**src/rtl/kw_pkg.sv**
```systemverilog
// rtl/kw_pkg.sv - shared FSM encodings and field widths for the keyword detection gate
package kw_pkg;

  localparam logic [1:0] ST_IDLE    = 2'd0;
  localparam logic [1:0] ST_LISTEN  = 2'd1;
  localparam logic [1:0] ST_FIRED   = 2'd2;
  localparam logic [1:0] ST_REFRACT = 2'd3;

  // Score width is BIT + SCR_PAD; the DP path length is a fixed 7-bit field.
  localparam int SCR_PAD = 13;
  localparam int LEN_W   = 7;

endpackage

```
**src/rtl/kw_timeout_cnt.sv**
```systemverilog
// rtl/kw_timeout_cnt.sv - loadable up-counter with terminal-count flag
module kw_timeout_cnt #(
  parameter int          W    = 8,
  parameter int unsigned TERM = 1
) (
  input  logic clk,
  input  logic reset,
  input  logic load,
  input  logic en,
  output logic tc
);

  logic [W-1:0] cnt;

  // load restarts from zero and takes priority over counting
  always_ff @(posedge clk) begin
    if (reset || load) begin
      cnt <= '0;
    end else if (en) begin
      cnt <= cnt + W'(1);
    end
  end

  assign tc = (cnt == W'(TERM));

endmodule

```
**src/rtl/kw_detect_gate.sv**
```systemverilog
// rtl/kw_detect_gate.sv - confirms keyword hits inside one VAD segment and emits one event per utterance
module kw_detect_gate
  import kw_pkg::*;
#(
  parameter int BIT      = 32,
  parameter int HITS_REQ = 3,
  parameter int GAP_MAX  = 1000000,
  parameter int REFRACT  = 5000000
) (
  input  logic                   clk,
  input  logic                   reset,
  input  logic                   result_in,
  input  logic                   vad_in,
  input  logic [BIT+SCR_PAD-1:0] scr_in,
  input  logic [LEN_W-1:0]       len_in,
  input  logic                   clear,
  output logic                   det_pulse,
  output logic                   det_flag,
  output logic [BIT+SCR_PAD-1:0] det_scr,
  output logic [LEN_W-1:0]       det_len,
  output logic [7:0]             det_cnt,
  output logic [1:0]             state_o
);

  localparam int         CNT_MAX = (GAP_MAX > REFRACT) ? GAP_MAX : REFRACT;
  localparam int         CW      = $clog2(CNT_MAX + 1);
  localparam logic [3:0] HREQ    = 4'(HITS_REQ);

  logic [1:0]             state;
  logic                   result_d;
  logic [3:0]             hit_cnt;
  logic [3:0]             next_hits;
  logic [BIT+SCR_PAD-1:0] cand_scr;
  logic [LEN_W-1:0]       cand_len;
  logic                   gap_tc;
  logic                   ref_tc;
  logic                   hit;
  logic                   hit_ok;
  logic                   confirm;

  assign hit     = result_in & ~result_d;
  assign hit_ok  = hit && (scr_in != '1) && (len_in != '0);
  assign confirm = (state == ST_LISTEN) && (hit_cnt == HREQ);
  // A hit arriving exactly when the gap expires starts a fresh run of one.
  assign next_hits = gap_tc ? 4'd1 : hit_cnt + 4'd1;
  assign state_o   = state;

  kw_timeout_cnt #(.W(CW), .TERM(GAP_MAX)) u_gap_cnt (
    .clk   (clk),
    .reset (reset),
    .load  ((state != ST_LISTEN) || hit_ok || gap_tc),
    .en    (hit_cnt != 4'd0),
    .tc    (gap_tc)
  );

  kw_timeout_cnt #(.W(CW), .TERM(REFRACT - 1)) u_ref_cnt (
    .clk   (clk),
    .reset (reset),
    .load  (state != ST_REFRACT),
    .en    (1'b1),
    .tc    (ref_tc)
  );

  always_ff @(posedge clk) begin
    if (reset) begin
      state     <= ST_IDLE;
      result_d  <= 1'b0;
      hit_cnt   <= '0;
      cand_scr  <= '0;
      cand_len  <= '0;
      det_pulse <= 1'b0;
      det_flag  <= 1'b0;
      det_scr   <= '0;
      det_len   <= '0;
      det_cnt   <= '0;
    end else begin
      result_d  <= result_in;
      det_pulse <= 1'b0;
      // clear cannot wipe the flag in the cycle the event is being shown
      if (clear && !det_pulse) det_flag <= 1'b0;
      case (state)
        ST_IDLE: begin
          hit_cnt <= '0;
          if (vad_in) state <= ST_LISTEN;
        end
        ST_LISTEN: begin
          if (confirm) begin
            det_pulse <= 1'b1;
            det_flag  <= 1'b1;
            det_scr   <= cand_scr;
            det_len   <= cand_len;
            if (det_cnt != 8'hFF) det_cnt <= det_cnt + 8'd1;
            hit_cnt   <= '0;
            state     <= ST_FIRED;
          end else begin
            if (hit_ok) begin
              hit_cnt  <= next_hits;
              cand_scr <= scr_in;
              cand_len <= len_in;
            end else if (gap_tc) begin
              hit_cnt <= '0;
            end
            // a confirming hit outranks a simultaneous VAD fall
            if (!vad_in && !(hit_ok && next_hits == HREQ)) begin
              state   <= ST_IDLE;
              hit_cnt <= '0;
            end
          end
        end
        ST_FIRED: begin
          if (!vad_in) state <= ST_REFRACT;
        end
        default: begin
          if (ref_tc) state <= ST_IDLE;
        end
      endcase
    end
  end

endmodule

```
**config.mk**
```make
export PLATFORM = sky130hd
export DESIGN_NAME = kw_detect_gate
export DESIGN_NICKNAME = d
export VERILOG_FILES = /design/src/rtl/kw_pkg.sv /design/src/rtl/kw_timeout_cnt.sv /design/src/rtl/kw_detect_gate.sv
export SDC_FILE = /design/constraint.sdc
export NUM_CORES = 1
export LEC_CHECK = 0
export ABC_AREA = 1
export BUFFER_PORTS_ARGS = -buffer_cell sky130_fd_sc_hd__buf_2
export CAP_MARGIN = 20
export CORE_UTILIZATION = 44
export DETAILED_ROUTE_END_ITERATION = 8
export PLACE_DENSITY = 0.73
export SLEW_MARGIN = 10
export SYNTH_ARGS = -nofsm -noshare
export SYNTH_HDL_FRONTEND = slang
export SYNTH_SLANG_ARGS = --single-unit
```
**constraint.sdc**
```tcl
create_clock -name clk -period 2.3 [get_ports clk]
set_clock_uncertainty 0.15 [all_clocks]
set_input_delay 0.23 -clock clk [delete_from_list [all_inputs] [get_ports clk]]
set_output_delay 0.23 -clock clk [all_outputs]
set_load 0.01 [all_outputs]
```
==> impl_summary.log, run 1 <==
[metrics] status: complete, no violations
[metrics] CTS tree: done
[metrics] count of input and output buffers: 120
[metrics] most common cell after layout, fill and taps aside: dfxtp_1
[metrics] top cell type by total area after synthesis: dfxtp_1
[metrics] Warnings, synthesis: 0
[metrics] slowest cell on the critical path: dlygate4sd3_1
[metrics] final-report setup violation count: 0
[metrics] Fill cells: 1364
[metrics] Routed WL per cell: roughly 13 um
[metrics] syn nets: just under 1k
[metrics] net total in the final layout: around 1.2k
[metrics] overall global routing resource usage: 21.6%
[metrics] total DRC errors in the routed layout: 0
[metrics] max-slew violation count: 0
[metrics] worst path cell trace: dlygate4sd3_1 > buf_2 > inv_1 > or2_0 > a31oi_1 > nand2_1 > nor2_4 > buf_12 > nand3b_1 > a21oi_1
[metrics] number of H-tree levels: 4
[metrics] per-cell via count in the routed design: approximately 4.9
[metrics] detailed placer's ending HPWL: about 11 mm
[metrics] final std cell area, no fill: 8990 um^2
[metrics] Core Rows: 45
[metrics] IR Drop Worst-Case VDD: around 0.53 mV
[metrics] crit path max fanout: 29
[metrics] global-route wire length before repair: about 28 mm
[metrics] post-synth cell types: 38
[metrics] Synth Cell Area: between 6000 and 7000 um^2
[metrics] DRT iter0 DRCs: between 300 and 400
[metrics] leakage power: 3.82 nW
[metrics] first-pass iteration count of the detailed router: 5
[metrics] commonest cells after routing, fill and taps aside: 166 x dfxtp_1, 157 x nand2_1, 138 x nor2_1, 120 x buf_2, 107 x a21oi_1
[metrics] clock buffers created by TritonCTS: 17
[metrics] Mapped Avg Cell Area: 7.48 um^2
[metrics] top-area cell type share of the netlist area: just under 50%
[metrics] reported max-cap violation count: 0
[metrics] leading cell types by total area after synthesis: dfxtp_1 48%, nand2_1 8.5%, a21oi_1 7.7%
[metrics] total negative slack: 0 ns
[metrics] biggest cell delay along the critical path: between 0.5 and 0.6 ns
[metrics] number of clock sinks: 167
[metrics] CP Class: primary input to register
[metrics] WL final: between 15 and 20 mm
[metrics] clock latency of the later-clocked register in the worst-skew pair: approximately 0.43 ns
[metrics] ratio of total power to cell area: 750 nW/um^2
[metrics] data arrival time of the worst path: roughly 2.3 ns
[metrics] starting density of the core: a little under half
[metrics] worst slew margin relative to its limit: between 70% and 80%
[metrics] vias after detailed routing: 6533
[metrics] share of cells above drive strength 1: ~18%
[metrics] core footprint: about 15000 um^2
[metrics] minimum clock period: 2.09 ns
[metrics] CTS Buffer Depth: 2
[metrics] Die Area: around 16000 um^2
[metrics] number of hold-slack violations in the final timing report: 0
[metrics] Worst setup EP type: register
[metrics] Post-Route Hold Slack: ~0.011 ns
[metrics] WP data required: roughly 2.5 ns
[metrics] clock-pin slew reported for the worst setup and hold paths after clock tree synthesis: about 0.06 ns
[metrics] worst hold path type: primary input to register
[metrics] register area share after synthesis: between 40% and 50%
[metrics] final global-route overflow total: 0
[metrics] number of ports placed on the die boundary: around 120
[metrics] maximum clock rate: 479 MHz
[metrics] initial antenna violation count: 0
[metrics] Mapped Cells: 930
[metrics] Tightest Pin Transition: 0.419 ns
[metrics] die width: about 130 um
[metrics] flip-flop and latch count after synthesis: between 150 and 200
[metrics] cell at the root of the clock tree: clkbuf_16
[metrics] startpoint class of the critical path: primary input
[metrics] Layout area overhead: 29.1%
[metrics] portion of the clock cycle consumed by the worst path in the final layout: about nine tenths
[metrics] number of nets still failing antenna checks after routing: 0
[metrics] RSZ-0062 raised after global routing: no
[metrics] antenna diode instance count: 0
[metrics] height of the chip: 128 um
[metrics] largest net degree at the start of global routing: 55
[metrics] total chip power: a little under 7 mW
[metrics] GP Congestion: approximately 0.8
[metrics] Placement Cell Area: 7790 um^2
[metrics] via count of the first global-routing pass: 6087
## critical path, delay by kind of cell
family                 cells  cell delay [ns]
AO/OA/AOI/OAI              2             0.39
AND/OR/NAND/NOR            4             0.78
buffers and inverters      4             0.90
## sequential cells by signal, indices dropped and copies added (netlist names)
register / count
u_ref_cnt.cnt: 23
det_cnt: 8
det_len: 7
hit_cnt: 4
cand_scr: 45
det_pulse: 1
det_scr: 45
cand_len: 7
state_o: 2
result_d: 1
det_flag: 1
u_gap_cnt.cnt: 23
## cell type report
cell class | count | area, um^2 | area share (%)
repair buffers | 187 | 1270 | 14.2
multi-input cells | 631 | 3080 | 34.3
clock inverters | 13 | 214 | 2.38
inverters | 95 | 357 | 3.97
clock buffers | 19 | 453 | 5.04
flip-flops and latches | 167 | 3340 | 37.2
well taps | 211 | 264 | 2.94
## timing repair
action	4_1_cts	5_1_grt
endpoints found under the hold margin	53	0
buffers inserted	0	0
resized for setup	0	1
hold buffers	53	0
endpoints found under the setup margin	0	2
## cells by family after synthesis
group                    synth area share (%)
AO/OA/AOI/OAI                            14.7
XOR/XNOR                                 2.52
adder cells (fa/ha/maj)                  1.08
buffers and inverters                    7.79
flip-flops                               48.0
AND/OR/NAND/NOR                          25.8
## metal layers
layer  up-vias  global-route usage (%)  wire [um]
met2       174                    36.8       8260
met4         0                    9.69        439
met5         -                       0          0
li1       3356                       -          -
met1      2966                    26.4       7640
met3        37                    4.59        801
## synth_stat cells (all sizes together)
library cell	n
nand4	15
and3	1
or2	5
nor3b	3
nor4	5
a31oi	1
nand3b	1
dfxtp	167
ha	6
nand3	38
clkinv	1
o21ai	92
xor2	17
inv	94
nand2	163
nor2	149
o21a	3
nor3	22
buf	16
clkbuf	21
xnor2	3
a21oi	107
## where the power goes
| part | internal, mW | total, mW | switching [mW] | leakage (nW) |
|---|---|---|---|---|
| combinational | 0.225 | 0.533 | 0.309 | 2.15 |
| sequential | 2.98 | 3.01 | 0.0364 | 1.35 |
| clock | 2.00 | 3.19 | 1.19 | 0.321 |
| total | 5.20 | 6.74 | 1.53 | 3.82 |
## per-stage QoR
| stage | std cells | utilization, % | setup slack [ns] |
|---|---|---|---|
| 5_1_grt | 1323 | 58.7 | 0.0100 |
| 2_1_floorplan | 930 | - | 0.458 |
| 3_5_place_dp | 1238 | 50.8 | 0.237 |
| 3_3_place_gp | 1238 | 50.8 | 0.290 |
| 6_report | 1323 | 58.7 | 0.212 |
| 4_1_cts | 1323 | 58.7 | 0.212 |
## final timing paths
check,cells after the start,start,slack (ns),end
max,10,result_in,0.21,hit_cnt[1]
min,3,scr_in[37],0.01,cand_scr[37]
max reg2reg,12,hit_cnt[0],0.27,u_gap_cnt.cnt[22]
min reg2reg,2,cand_scr[31],0.30,det_scr[31]
Power figures use the tool's default switching activity.
==> run 2: changes to the inputs <==
CAP_MARGIN = 0   (was 20)
clock period = 2.23 ns   (was 2.3 ns; I/O delays follow)
==> run 2 against run 1 <==
Against the previous run: die area stayed put; non-clock buffer count is 3 lower; final cell count is 0.15% lower; core utilization hardly changed; combinational power is 2% higher; sequential power is 3% higher; critical path depth is 2 higher; sequential cell count stayed put; design area hardly changed; worst hold slack better by 0.0036 ns; global-route usage is 0.16 points higher; sequential share of layout area hardly changed; largest cell class unchanged; highest routed layer unchanged.
==> impl_summary.log, run 2 (same netlist as run 1, synthesis figures left out) <==
[metrics] startpoint class of the critical path: register
[metrics] via count of the first global-routing pass: 6266 (+2.9%)
[metrics] final cell count without fillers: 1321 (-0.15%)
[metrics] WP data required: 2.40 ns (-0.11 ns)
[metrics] final global-route overflow total: 0 (unchanged)
[metrics] clock buffers created by TritonCTS: 17 (unchanged)
[metrics] Routed WL per cell: 13.1 um (+0.96%)
[metrics] CTS Buffer Depth: 2 (unchanged)
[metrics] first-pass iteration count of the detailed router: 5 (unchanged)
[metrics] Final WS setup: 0.246 ns (+0.0339 ns)
[metrics] height of the chip: 128 um (unchanged)
[metrics] clock-pin slew reported for the worst setup and hold paths after clock tree synthesis: 0.06 ns (about the same)
[metrics] overall global routing resource usage: 21.8% (+0.16 points)
[metrics] crit path max fanout: 8 (-72%)
[metrics] largest net degree at the start of global routing: 70 (+27%)
[metrics] Worst setup EP type: register
[metrics] status: complete, no violations
[metrics] Placement Cell Area: 7800 um^2 (+0.19%)
[metrics] Placed Cells: 1235 (-0.24%)
[metrics] starting density of the core: 45.4% (unchanged)
[metrics] GP Congestion: 0.819 (+1.9%)
[metrics] worst slew margin relative to its limit: 72.8% (+0.75 points)
[metrics] number of hold-slack violations in the final timing report: 0 (unchanged)
[metrics] initial antenna violation count: 1 (+1)
[metrics] IR Drop Worst-Case VDD: 0.533 mV (+0.91%)
[metrics] RSZ-0062 raised after global routing: no
[metrics] global-route wire length before repair: 28.5 mm (+0.19%)
[metrics] number of ports placed on the die boundary: 121 (unchanged)
[metrics] utilization after layout: 58.6% (about the same)
[metrics] reported max-cap violation count: 0 (unchanged)
[metrics] share of cells above drive strength 1: 18.1% (-0.13 points)
[metrics] final-report setup violation count: 0 (unchanged)
[metrics] clock latency of the later-clocked register in the worst-skew pair: 0.43 ns (about the same)
[metrics] area of the multi-input gates: 3090 um^2 (+0.16%)
[metrics] CP Class: register to register
[metrics] commonest cells after routing, fill and taps aside: 166 x dfxtp_1, 156 x nand2_1, 137 x nor2_1, 120 x buf_2, 107 x a21oi_1
[metrics] portion of the clock cycle consumed by the worst path in the final layout: just under 90%
[metrics] leakage power: 3.79 nW (-0.69%)
[metrics] vias after detailed routing: 6615 (+1.3%)
[metrics] number of nets still failing antenna checks after routing: 0 (unchanged)
[metrics] ratio of total power to cell area: 758 nW/um^2 (+1.1%)
[metrics] core footprint: 15300 um^2 (unchanged)
[metrics] CTS tree: done
[metrics] final std cell area, no fill: 8980 um^2 (about the same)
[metrics] WL final: 17.3 mm (+0.81%)
[metrics] count of input and output buffers: 120 (unchanged)
[metrics] cell at the root of the clock tree: clkbuf_16
[metrics] Worst Setup Slack post-DPL: 0.176 ns (-0.0609 ns)
[metrics] minimum clock period: ~2.0 ns
[metrics] leading registers by flop count: cand_scr x45, det_scr x45
[metrics] total DRC errors in the routed layout: 0 (unchanged)
[metrics] area taken by flip-flops and latches: 3340 um^2 (unchanged)
[metrics] most common cell after layout, fill and taps aside: dfxtp_1
[metrics] net total in the final layout: 1159 (-0.26%)
[metrics] worst hold path type: primary input to register
[metrics] per-cell via count in the routed design: 5.01 (+1.4%)
[metrics] maximum clock rate: about 500 MHz
[metrics] DRT iter0 DRCs: 316 (-19%)
[metrics] Fill cells: 1382 (+1.3%)
[metrics] number of H-tree levels: 4 (unchanged)
[metrics] detailed placer's ending HPWL: 11.1 mm (+1.4%)
[metrics] max-slew violation count: 0 (unchanged)
[metrics] number of clock sinks: 167 (unchanged)
[metrics] Die Area: 16300 um^2 (unchanged)
[metrics] Core Rows: 45 (unchanged)
[metrics] total negative slack: 0 ns (unchanged)
[metrics] Tightest Pin Transition: 0.405 ns (-0.0134 ns)
[metrics] die width: 128 um (unchanged)
[metrics] data arrival time of the worst path: 2.16 ns (-0.13 ns)
[metrics] Layout area overhead: 29.0% (about the same)
run 2: cell count changes in the layout (fill, tap and decap cells not counted), moves of 2 or more:
cell,delta
buf_4,-6
buf_12,+3
clkinv_4,+2
clkinvlp_4,+2
inv_6,-2
run 2: worst max-delay path, cell delays in order, from the launching register on:
cell and delay, ns:
dfxtp_2 0.37, inv_1 0.05, ha_1 0.24, nand2_4 0.13
nand2_2 0.07, nor2_4 0.10, nand3_2 0.15, nor2_4 0.16
nand2_1 0.09, nor2_2 0.12, nand2_1 0.08, o21ai_1 0.12
a21oi_1 0.05
run 2: final cells by class:
type	count	area share (%)
sequential	167	37.2
multi-input combinational	631	34.4
timing repair buffer	184	14.4
clock buffer	19	4.93
inverter	95	3.97
tap	211	2.94
clock inverter	13	2.16
antenna	1	0.0279
run 2: timing repair:
action | in CTS | in global routing
gates resized for setup | 0 | 3
setup endpoints to repair | 0 | 2
hold buffers | 53 | 0
setup buffers | 0 | 0
hold endpoints to repair | 53 | 0
run 2: power by group:
part	leakage, nW	internal, mW	switching (mW)
Sequential	1.35	3.07	0.0429
Clock	0.297	1.92	1.23
Combinational	2.15	0.232	0.313
run 2: layer usage:
| metal | vias to the layer above | global-route usage [%] | routed length (um) |
|---|---|---|---|
| li1 | 3349 | - | - |
| met4 | 0 | 10.9 | 594 |
| met1 | 3038 | 25.7 | 7670 |
| met3 | 52 | 5.22 | 761 |
| met2 | 176 | 37.0 | 8250 |
| met5 | - | 0 | 0 |
run 2: per-stage QoR:
step	hold WS (ns)	power (mW)
CTS	0.00272	6.86
detailed placement	0.287	3.64
global route	0.0624	7.04
finish	0.0144	6.80
global placement	0.283	3.63
floorplan	0.194	3.47
run 2: path summary, 6_finish.rpt:
kind	start	to	slack, ns	cells after the start
worst max-delay path	hit_cnt[0]	u_gap_cnt.cnt[22]	0.25	12
worst min-delay path	scr_in[37]	cand_scr[37]	0.01	3
worst min register to register	u_ref_cnt.cnt[0]	u_ref_cnt.cnt[0]	0.30	1
worst max register to register	hit_cnt[0]	u_gap_cnt.cnt[22]	0.25	12
